`src/rtl/sram_lsu_pkg.sv`:
```
// Shared types and constants for the SRAM load/store master.
package sram_lsu_pkg;

  typedef enum logic [2:0] {
    IDLE,
    ISSUE,
    WAIT,
    DONE,
    ERR
  } lsu_state_t;

  // RV32I funct3 size/sign codes; load and store encodings overlap by design.
  localparam logic [2:0] F3_LB  = 3'b000;
  localparam logic [2:0] F3_LH  = 3'b001;
  localparam logic [2:0] F3_LW  = 3'b010;
  localparam logic [2:0] F3_LBU = 3'b100;
  localparam logic [2:0] F3_LHU = 3'b101;
  localparam logic [2:0] F3_SB  = 3'b000;
  localparam logic [2:0] F3_SH  = 3'b001;
  localparam logic [2:0] F3_SW  = 3'b010;

  // Highest byte offset inside the 512 KiB SRAM window.
  localparam logic [18:0] WINDOW_MAX = 19'h7FFFF;

endpackage

```
`src/rtl/lsu_data_align.sv`:
```
// Byte-lane placement for stores, lane extraction for loads, and the
// size/alignment legality check. Purely combinational.
module lsu_data_align
  import sram_lsu_pkg::*;
(
  input  logic        i_is_store,
  input  logic [2:0]  i_funct3,
  input  logic [1:0]  i_off,
  input  logic [31:0] i_wdata,
  output logic        o_access_ok,
  output logic [3:0]  o_bmask,
  output logic [31:0] o_wdata,
  input  logic [2:0]  i_ld_funct3,
  input  logic [1:0]  i_ld_off,
  input  logic [31:0] i_rdata,
  output logic [31:0] o_ld_data
);

  logic [7:0]  ld_byte;
  logic [15:0] ld_half;

  // Store lane mapping and legality of the requested size at this offset.
  always_comb begin
    o_access_ok = 1'b0;
    o_bmask     = 4'b1111;
    o_wdata     = i_wdata;
    if (i_is_store) begin
      case (i_funct3)
        F3_SB: begin
          o_access_ok = 1'b1;
          o_bmask     = 4'b0001 << i_off;
          o_wdata     = {4{i_wdata[7:0]}};
        end
        F3_SH: begin
          o_access_ok = ~i_off[0];
          o_bmask     = i_off[1] ? 4'b1100 : 4'b0011;
          o_wdata     = {2{i_wdata[15:0]}};
        end
        F3_SW:   o_access_ok = (i_off == 2'b00);
        default: o_access_ok = 1'b0;
      endcase
    end else begin
      case (i_funct3)
        F3_LB, F3_LBU: o_access_ok = 1'b1;
        F3_LH, F3_LHU: o_access_ok = ~i_off[0];
        F3_LW:         o_access_ok = (i_off == 2'b00);
        default:       o_access_ok = 1'b0;
      endcase
    end
  end

  // Load lane extraction with sign or zero extension.
  always_comb begin
    ld_byte = i_rdata[7:0];
    case (i_ld_off)
      2'd1:    ld_byte = i_rdata[15:8];
      2'd2:    ld_byte = i_rdata[23:16];
      2'd3:    ld_byte = i_rdata[31:24];
      default: ld_byte = i_rdata[7:0];
    endcase
    ld_half = i_ld_off[1] ? i_rdata[31:16] : i_rdata[15:0];
    case (i_ld_funct3)
      F3_LB:   o_ld_data = {{24{ld_byte[7]}}, ld_byte};
      F3_LBU:  o_ld_data = {24'h0, ld_byte};
      F3_LH:   o_ld_data = {{16{ld_half[15]}}, ld_half};
      F3_LHU:  o_ld_data = {16'h0, ld_half};
      default: o_ld_data = i_rdata;
    endcase
  end

endmodule

```
`src/rtl/sram_lsu_master.sv`:
```
// Load/store master bridging the core LSU port to a single-request SRAM
// controller, with request validation and a bounded wait for the ack.
//
// state | meaning
// IDLE  | accept a new core request
// ISSUE | one-cycle SRAM request pulse
// WAIT  | waiting for controller ack, bounded by the timeout counter
// DONE  | one-cycle completion pulse
// ERR   | one-cycle completion + error pulse, no SRAM access made
module sram_lsu_master
  import sram_lsu_pkg::*;
#(
  parameter logic [31:0] BASE_ADDR      = 32'h0000_0000,
  parameter int          TIMEOUT_CYCLES = 16
) (
  input  logic        i_clk,
  input  logic        i_reset,
  input  logic [31:0] i_lsu_addr,
  input  logic [31:0] i_lsu_wdata,
  input  logic        i_lsu_wren,
  input  logic        i_lsu_rden,
  input  logic [2:0]  i_lsu_funct3,
  output logic [31:0] o_lsu_rdata,
  output logic        o_lsu_stall,
  output logic        o_lsu_done,
  output logic        o_lsu_err,
  output logic [17:0] o_sram_addr,
  output logic [31:0] o_sram_wdata,
  output logic [3:0]  o_sram_bmask,
  output logic        o_sram_wren,
  output logic        o_sram_rden,
  input  logic [31:0] i_sram_rdata,
  input  logic        i_sram_ack
);

  localparam int CW = $clog2(TIMEOUT_CYCLES + 1);

  lsu_state_t  state;
  logic [CW-1:0] wait_left;
  logic        is_load_q;
  logic [2:0]  ld_funct3_q;
  logic [1:0]  ld_off_q;

  logic [31:0] win_off;
  logic        in_win;
  logic        access_ok;
  logic        req_legal;
  logic [3:0]  al_bmask;
  logic [31:0] al_wdata;
  logic [31:0] ld_data;

  assign win_off   = i_lsu_addr - BASE_ADDR;
  assign in_win    = (win_off <= {13'd0, WINDOW_MAX});
  assign req_legal = (i_lsu_wren ^ i_lsu_rden) & access_ok & in_win;

  // Stall is held low while in reset so every output reads 0 during reset.
  assign o_lsu_stall = ~i_reset &
                       ((state == IDLE) ? req_legal : ((state == ISSUE) | (state == WAIT)));

  lsu_data_align u_align (
    .i_is_store  (i_lsu_wren),
    .i_funct3    (i_lsu_funct3),
    .i_off       (i_lsu_addr[1:0]),
    .i_wdata     (i_lsu_wdata),
    .o_access_ok (access_ok),
    .o_bmask     (al_bmask),
    .o_wdata     (al_wdata),
    .i_ld_funct3 (ld_funct3_q),
    .i_ld_off    (ld_off_q),
    .i_rdata     (i_sram_rdata),
    .o_ld_data   (ld_data)
  );

  // Transaction FSM; wait_left counts down the remaining WAIT cycles.
  always_ff @(posedge i_clk) begin
    if (i_reset) begin
      state        <= IDLE;
      wait_left    <= '0;
      is_load_q    <= 1'b0;
      ld_funct3_q  <= 3'b000;
      ld_off_q     <= 2'b00;
      o_lsu_rdata  <= '0;
      o_lsu_done   <= 1'b0;
      o_lsu_err    <= 1'b0;
      o_sram_addr  <= '0;
      o_sram_wdata <= '0;
      o_sram_bmask <= '0;
      o_sram_wren  <= 1'b0;
      o_sram_rden  <= 1'b0;
    end else begin
      case (state)
        IDLE: begin
          if (req_legal) begin
            state        <= ISSUE;
            o_sram_addr  <= {win_off[18:2], 1'b0};
            o_sram_wdata <= al_wdata;
            o_sram_bmask <= al_bmask;
            o_sram_wren  <= i_lsu_wren;
            o_sram_rden  <= i_lsu_rden;
            is_load_q    <= i_lsu_rden;
            ld_funct3_q  <= i_lsu_funct3;
            ld_off_q     <= i_lsu_addr[1:0];
          end else if (i_lsu_wren | i_lsu_rden) begin
            state      <= ERR;
            o_lsu_done <= 1'b1;
            o_lsu_err  <= 1'b1;
          end
        end
        ISSUE: begin
          state       <= WAIT;
          o_sram_wren <= 1'b0;
          o_sram_rden <= 1'b0;
          wait_left   <= CW'(TIMEOUT_CYCLES - 1);
        end
        WAIT: begin
          // An ack on the last allowed cycle still completes normally.
          if (i_sram_ack) begin
            state      <= DONE;
            o_lsu_done <= 1'b1;
            if (is_load_q) o_lsu_rdata <= ld_data;
          end else if (wait_left == '0) begin
            state      <= ERR;
            o_lsu_done <= 1'b1;
            o_lsu_err  <= 1'b1;
          end else begin
            wait_left <= wait_left - CW'(1);
          end
        end
        DONE, ERR: begin
          state      <= IDLE;
          o_lsu_done <= 1'b0;
          o_lsu_err  <= 1'b0;
        end
        default: state <= IDLE;
      endcase
    end
  end

endmodule

```
`config.mk`:
```
export PLATFORM = sky130hd
export DESIGN_NAME = sram_lsu_master
export DESIGN_NICKNAME = d
export VERILOG_FILES = /design/src/rtl/sram_lsu_pkg.sv /design/src/rtl/lsu_data_align.sv /design/src/rtl/sram_lsu_master.sv
export SDC_FILE = /design/constraint.sdc
export NUM_CORES = 1
export LEC_CHECK = 0
export ABC_AREA = 0
export BUFFER_PORTS_ARGS = -buffer_cell sky130_fd_sc_hd__buf_2
export CAP_MARGIN = 20
export CORE_ASPECT_RATIO = 0.7
export CORE_MARGIN = 5
export CORE_UTILIZATION = 40
export DETAILED_ROUTE_END_ITERATION = 8
export PLACE_DENSITY = 0.68
export SYNTH_ARGS = -nofsm -noshare
export SYNTH_HDL_FRONTEND = slang
export SYNTH_SLANG_ARGS = --single-unit
```
`constraint.sdc`:
```
create_clock -name i_clk -period 2.25 [get_ports i_clk]
set_clock_uncertainty 0.2 [all_clocks]
set_input_delay 0.1125 -clock i_clk [delete_from_list [all_inputs] [get_ports i_clk]]
set_output_delay 0.1125 -clock i_clk [all_outputs]
set_load 0.03 [all_outputs]
```
==> qor.yml, run 1 <==
critical_path:
  critPathLaunchType: "primary input"
  worst_r2r_path_depth: 5
  crit_fanout: 6
  cp.arrival_ps: 1880
  crit_type: "primary input to output pin"
  end_kind: "output pin"
  timing.reg2reg.setup_slack_ps: 180
  required_ps: 1940
global_route:
  grt_overflow: 0
  grt_max_degree: 48
  grt_usage: 0.2394
  antenna_found_initial: 1
  grt_pass1_vias: 5828
  grt_pass1_wl_um: 30910
clock_network:
  clkSlewWorstSetupHoldPaths_ps: 70
  cts.path.max_buffers: 2
  cts_tree: "done"
  clockRootBuffer: "clkbuf_16"
  cts_buffers: 9
  cts_num_sinks: 103
  insertion_delay_ps: 340
  cts-htree-levels: 3
logic_synthesis:
  synth.largest_area_cell: "dfxtp_1"
  netlist_instances: 600
  synth_top_family_by_area: "compound AO/OA/AOI/OAI gates"
  synthMuxAreaShare: 0.06215
  synth_xor_area_frac: 0.003283
  synth_flop_cell: "dfxtp_1"
  avgSynthCellArea_um2: 8.892
  synth_compound_area_frac: 0.3021
  synthArstFlopShare: 0
  synth-simple-area-share: 0.1700
  synth_edf_count: 0
  seq_area_frac_synth: 0.3865
  netlist.area_leader.share: 0.3865
  synth_nets: 707
  synth_adder_area_share: 0.007036
  synthesis.area_um2: 5335
  synth-seq-cells: 103
  synth_area_leaders: "dfxtp_1 (39%), mux2i_1 (6.0%), a21oi_1 (5.4%), o31ai_1 (4.6%), a211oi_1 (4.1%)"
  yosysUniqueCellTypes: 58
  yosys_warnings: 0
flow_run:
  maxCapViolCount: 0
sta:
  setup_slack_ps: 57.82
  slew_headroom: 0.6062
  drv_slew: 0
  max_freq_mhz: 456.2
  final-hold-violation-count: 0
  rsz0062_at_grt: "false"
  min_period_ps: 2192
  period_share: 0.9743
  worstMarginPinSlew_ps: 589.0
  setup_viol: 0
  setup-tns-final_ps: 0
cells_and_area:
  fin_area_um2: 7513
  nNetsFinal: 946
  drive_gt1_frac: 0.3246
  syn_to_final_growth_pct: 40.83
pwr:
  peakVddDrop_v: 0.0003558
  p_leak_nw: 3.009
  powerDensity_nw_per_um2: 526.7
  power.total_mw: 3.957
route:
  drtIter0Drc: 565
  drc_errors: 0
  dr.pass1.iters: 7
  routed_via_density: 5.940
  wl_per_cell_um: 19.21
  drt.antenna.violating_nets: 0
  wl_um: 19420
  num_vias: 6005
place:
  portBuffers: 193
  placed_cell_area_um2: 6441
  place_hpwl_um: 13250
  gp_congestion: 0.9925
  pre_cts_slack_ps: 172.6
floorplan:
  die_h_um: 106.6
  die_w_um: 148.0
  rows: 35
  core_um2: 13090
  initial_core_util: 0.4075
  io_pins: 195
  die_area_um2: 15780
outcome:
  status: "completed"
min_path:
  hold_path_class: "primary input to flip-flop"
  holdPathStages: 3
routing by layer:
layer / GRT usage / part of all wire / vias to the layer above
li1: - / - / 2798
met1: 0.3186 / 0.42 / 2795
met2: 0.3833 / 0.46 / 356
met3: 0.05915 / 0.090 / 56
met4: 0.07779 / 0.031 / 0
met5: 0 / 0 / -
flip-flops by register name, indices dropped and copies added (netlist names):
| signal | flops |
|---|---|
| o_sram_wren | 1 |
| wait_left | 5 |
| o_lsu_err | 1 |
| state | 3 |
| is_load_q | 1 |
| o_sram_rden | 1 |
| o_lsu_rdata | 32 |
| ld_funct3_q | 3 |
| o_sram_bmask | 4 |
| o_sram_addr | 17 |
| o_sram_wdata | 32 |
| o_lsu_done | 1 |
| ld_off_q | 2 |
cell usage in the layout, fill, tap and decap left out, drive strengths merged, types with 8 or more instances in the layout:
| cell type | synthesis | layout |
|---|---|---|
| a211oi | 46 | 46 |
| a21oi | 58 | 58 |
| a31oi | 21 | 21 |
| and3 | 9 | 9 |
| buf | 35 | 223 |
| clkbuf | 34 | 9 |
| dfxtp | 103 | 103 |
| dlygate4sd3 | 0 | 74 |
| inv | 6 | 8 |
| mux2i | 32 | 32 |
| nand2 | 18 | 18 |
| nand2b | 9 | 9 |
| nand4 | 36 | 36 |
| nor2 | 40 | 40 |
| nor2b | 12 | 12 |
| o21ai | 21 | 21 |
| o31ai | 34 | 34 |
| o41ai | 9 | 9 |
kinds of logic (layout without fill, tap and decap cells):
family	count (synthesis)	count (layout)
flip-flops	103	103
adder cells (fa/ha/maj)	3	3
multiplexers	33	33
XOR/XNOR	2	2
AND/OR/NAND/NOR	157	157
buffers and inverters	76	320
AO/OA/AOI/OAI	225	225
other	1	2
through the flow:
stage	cells	hold WS [ps]	util
final	1011	24.91	0.5738
after global routing	1011	30.04	0.5738
after CTS	1009	1.669	0.5727
after detailed placement	919	186.6	0.4919
after global placement	919	170.2	0.4919
after floorplan	600	53.53	-
layout make-up:
cell class                 count  area (um2)
multi-input combinational    421        2927
tap                          166       207.7
fill                        1123        5580
clock inverter                 7       91.34
timing repair buffer         297        1972
sequential                   103        2062
inverter                       7       26.28
antenna                        1       2.502
clock buffer                   9       225.2
cells in the mapped netlist (all sizes together), types with 18 or more instances:
library cell,number
dfxtp,103
a21oi,58
a211oi,46
nor2,40
nand4,36
buf,35
clkbuf,34
o31ai,34
mux2i,32
a31oi,21
o21ai,21
nand2,18
worst paths after layout:
path,start,to
worst max-delay path,i_lsu_addr[1],o_lsu_stall
worst min-delay path,i_sram_rdata[30],o_lsu_rdata[30]$_SDFFE_PP0P_
worst max register to register,ld_off_q[1]$_SDFFE_PP0P_,o_lsu_rdata[31]$_SDFFE_PP0P_
worst min register to register,o_sram_wdata[1]$_SDFFE_PP0P_,o_sram_wdata[1]$_SDFFE_PP0P_
power breakdown:
part           internal, mW  switching (mW)  total (mW)
Combinational         0.221           0.256       0.477
Clock                 0.889           0.761        1.65
Sequential             1.83         0.00328        1.83
Total                  2.94            1.02        3.96
worst max-delay path: stages:
cell and delay [ps]:
dlygate4sd3_1 530, buf_2 190, o31ai_4 300, nand4_2 150, o21ai_0 190, and3_1 200, buf_2 200
repair_timing:
| item | in CTS | in global routing |
|---|---|---|
| hold buffers | 74 | 0 |
| buffers inserted | 0 | 1 |
| hold endpoints to repair | 78 | 0 |
| setup endpoints to repair | 0 | 1 |
| resized for setup | 0 | 1 |
(Power assumes the default switching activity.)
==> run 2: changes to the inputs <==
--- a/config.mk
+++ b/config.mk
@@ -11,8 +11,10 @@
 export CORE_ASPECT_RATIO = 0.7
 export CORE_MARGIN = 5
 export CORE_UTILIZATION = 40
+export CTS_BUF_LIST = sky130_fd_sc_hd__clkbuf_8
 export DETAILED_ROUTE_END_ITERATION = 8
 export PLACE_DENSITY = 0.68
 export SYNTH_ARGS = -nofsm -noshare
 export SYNTH_HDL_FRONTEND = slang
+export SYNTH_HIERARCHICAL = 1
 export SYNTH_SLANG_ARGS = --single-unit
==> run 2 against run 1 <==
Against the previous run: clock power shrank 28%; die area shrank 1.9%; sequential power is essentially flat; core utilization grew 1.6 points; design area shrank 1.2%; via count shrank 1.2%; worst setup slack gained 96 ps.
==> qor.yml, run 2 <==
outcome:
  status: "completed"
critical_path:
  max_stage_delay_ps: 520
  reg2reg_from: "ld_off_q[1]$_SDFFE_PP0P_"
  critPathLaunchType: "flip-flop"
  crit_buf_inv: 1
  timing.reg2reg.setup_slack_ps: 150
  cp_top_family: "simple AND/OR/NAND/NOR gates"
  r2r-end: "o_lsu_rdata[29]$_SDFFE_PP0P_"
  worst_r2r_path_depth: 6
  crit_type: "flip-flop to flip-flop"
  end_kind: "flip-flop"
  cp_slowest_cell: "dfxtp_1"
  required_ps: 2350
  cp.arrival_ps: 2200
  crit_chain: "mux2_1 -> or4b_1 -> buf_4 -> nand3_1 -> nand2_1 -> a21oi_1"
  crit_fanout: 16
logic_synthesis:
  yosys_warnings: 6
  seq_area_frac_synth: 0.3948
  avgSynthCellArea_um2: 7.658
  netlist_instances: 682
  synth_area_leaders: "dfxtp_1 (39%), a21oi_1 (10%), nand3_1 (8.0%), nand2_1 (6.1%), o21ai_1 (5.9%)"
  netlist.area_leader.share: 0.3948
  synth-seq-cells: 103
  synth_most_common_cell: "a21oi_1"
  synth_flop_cell: "dfxtp_1"
  yosysUniqueCellTypes: 52
  yosys-top-cells-count: "a21oi_1 (104), dfxtp_1 (103), nand2_1 (85)"
  synthesis.area_um2: 5223
  synth.largest_area_cell: "dfxtp_1"
  synth_nets: 789
  synthArstFlopShare: 0
  synth_edf_count: 0
global_route:
  met2_usage: 0.3589
  grt_usage: 0.2302
  grt_overflow: 0
  grt_pass1_vias: 5662
  grtUsageMet3: 0.05577
  grt_max_degree: 65
  antenna_found_initial: 0
  grt.met1_usage: 0.3126
  grt_pass1_wl_um: 29320
  busiest_layer: "met2"
min_path:
  min_to: "o_sram_bmask[1]$_SDFFE_PP0P_"
  holdPathStages: 5
  hold_path_class: "primary input to flip-flop"
  hp-start: "i_lsu_addr[0]"
sta:
  period_share: 0.9315
  min_period_ps: 2096
  final-hold-violation-count: 0
  max_freq_mhz: 477.1
  drv_slew: 0
  worstMarginPinSlew_ps: 679.0
  slew_headroom: 0.5474
  setup_slack_ps: 154.2
  setup_viol: 0
  setup-tns-final_ps: 0
  rsz0062_at_grt: "false"
  hold_slack_ps: 61.07
place:
  portBuffers: 193
  placed_cell_area_um2: 6270
  dp.cells: 984
  pre_cts_slack_ps: 172.5
  place_hpwl_um: 11810
  gp_congestion: 0.8655
clock_network:
  cts_num_sinks: 103
  cts.path.max_buffers: 2
  cts_buffers: 9
  clockRootBuffer: "clkbuf_8"
  insertion_delay_ps: 370
  cts_tree: "done"
  clkSlewWorstSetupHoldPaths_ps: 100
  cts-htree-levels: 3
pwr:
  p_leak_nw: 3.144
  peakVddDrop_v: 0.0002976
  power.total_mw: 3.554
  powerDensity_nw_per_um2: 478.8
cells_and_area:
  final_cells: 1095
  final_cell_mix: "buf_2 (192), a21oi_1 (103), dfxtp_1 (103), dlygate4sd3_1 (95), nand2_1 (85)"
  reg.largest.list: "o_lsu_rdata x32, o_sram_wdata x32, o_sram_addr x17"
  drive_gt1_frac: 0.2894
  fin_util: 0.5894
  layout_commonest_cell: "buf_2"
  nNetsFinal: 1035
  fin_area_um2: 7422
  antenna_cells: 0
  syn_to_final_growth_pct: 42.12
floorplan:
  die_area_um2: 15480
  initial_core_util: 0.4147
  die_h_um: 105.6
  die_w_um: 146.6
  core_um2: 12590
  rows: 34
  io_pins: 195
route:
  dr.pass1.iters: 5
  routed_via_density: 5.420
  drt.antenna.violating_nets: 0
  wl_um: 18280
  num_vias: 5935
  drc_errors: 0
  wl_per_cell_um: 16.69
  drtIter0Drc: 523
flow_run:
  maxCapViolCount: 0
run 2: how the worst max path moves through the flow:
| stage | start | to | slack, ps | cells after the start |
|---|---|---|---|---|
| detailed placement | i_lsu_funct3[2] | is_load_q$_SDFFE_PP0P_ | 170 | 8 |
| CTS | i_lsu_funct3[2] | state[0]$_SDFFE_PP0P_ | 170 | 9 |
| global placement | i_lsu_funct3[2] | is_load_q$_SDFFE_PP0P_ | 200 | 8 |
| finish | ld_off_q[1]$_SDFFE_PP0P_ | o_lsu_rdata[29]$_SDFFE_PP0P_ | 150 | 6 |
| floorplan | i_lsu_funct3[0] | o_lsu_stall | 60 | 6 |
| global route | i_lsu_funct3[2] | state[0]$_SDFFE_PP0P_ | 20 | 9 |
run 2: area by class of cell:
type	instances	area (um2)
clock buffer	9	123.9
clock inverter	7	71.32
fill	1136	5170
inverter	16	60.06
multi-input combinational	489	2775
sequential	103	2062
tap	162	202.7
timing repair buffer	309	2127
run 2: kinds of logic (layout without fill, tap and decap cells):
logic type / after synthesis / after routing / share of synthesized area
buf+inv: 90 / 341 / 0.07810
mux: 26 / 26 / 0.05414
other cells: 1 / 1 / 0.0007180
fa+ha+maj: 3 / 3 / 0.007188
xor+xnor: 1 / 1 / 0.001677
compound gates: 209 / 209 / 0.2190
simple gates: 249 / 249 / 0.2444
flops: 103 / 103 / 0.3948
run 2: tightest hold or removal path, delay by kind of cell:
kind            cells  cell delay (ps)
compound gates      2              150
simple gates        2              200
buf+inv             1              130
run 2: layer usage:
| layer | part of all wire | wire, um |
|---|---|---|
| met1 | 0.44 | 7953 |
| met2 | 0.45 | 8214 |
| met3 | 0.088 | 1615 |
| met4 | 0.027 | 495 |
| met5 | 0 | 0 |
run 2: power by group:
part,switching (mW),leakage [nW],internal [mW]
Combinational,0.265,2.22,0.261
Sequential,0.00758,0.830,1.83
Clock,0.675,0.0974,0.517
Total,0.947,3.14,2.61
run 2: repair_timing:
item                                    4_1_cts  5_1_grt
endpoints found under the hold margin        93        0
endpoints found under the setup margin        0        1
buffers inserted                              0        0
hold buffers                                 95        0
resized for setup                             0        1
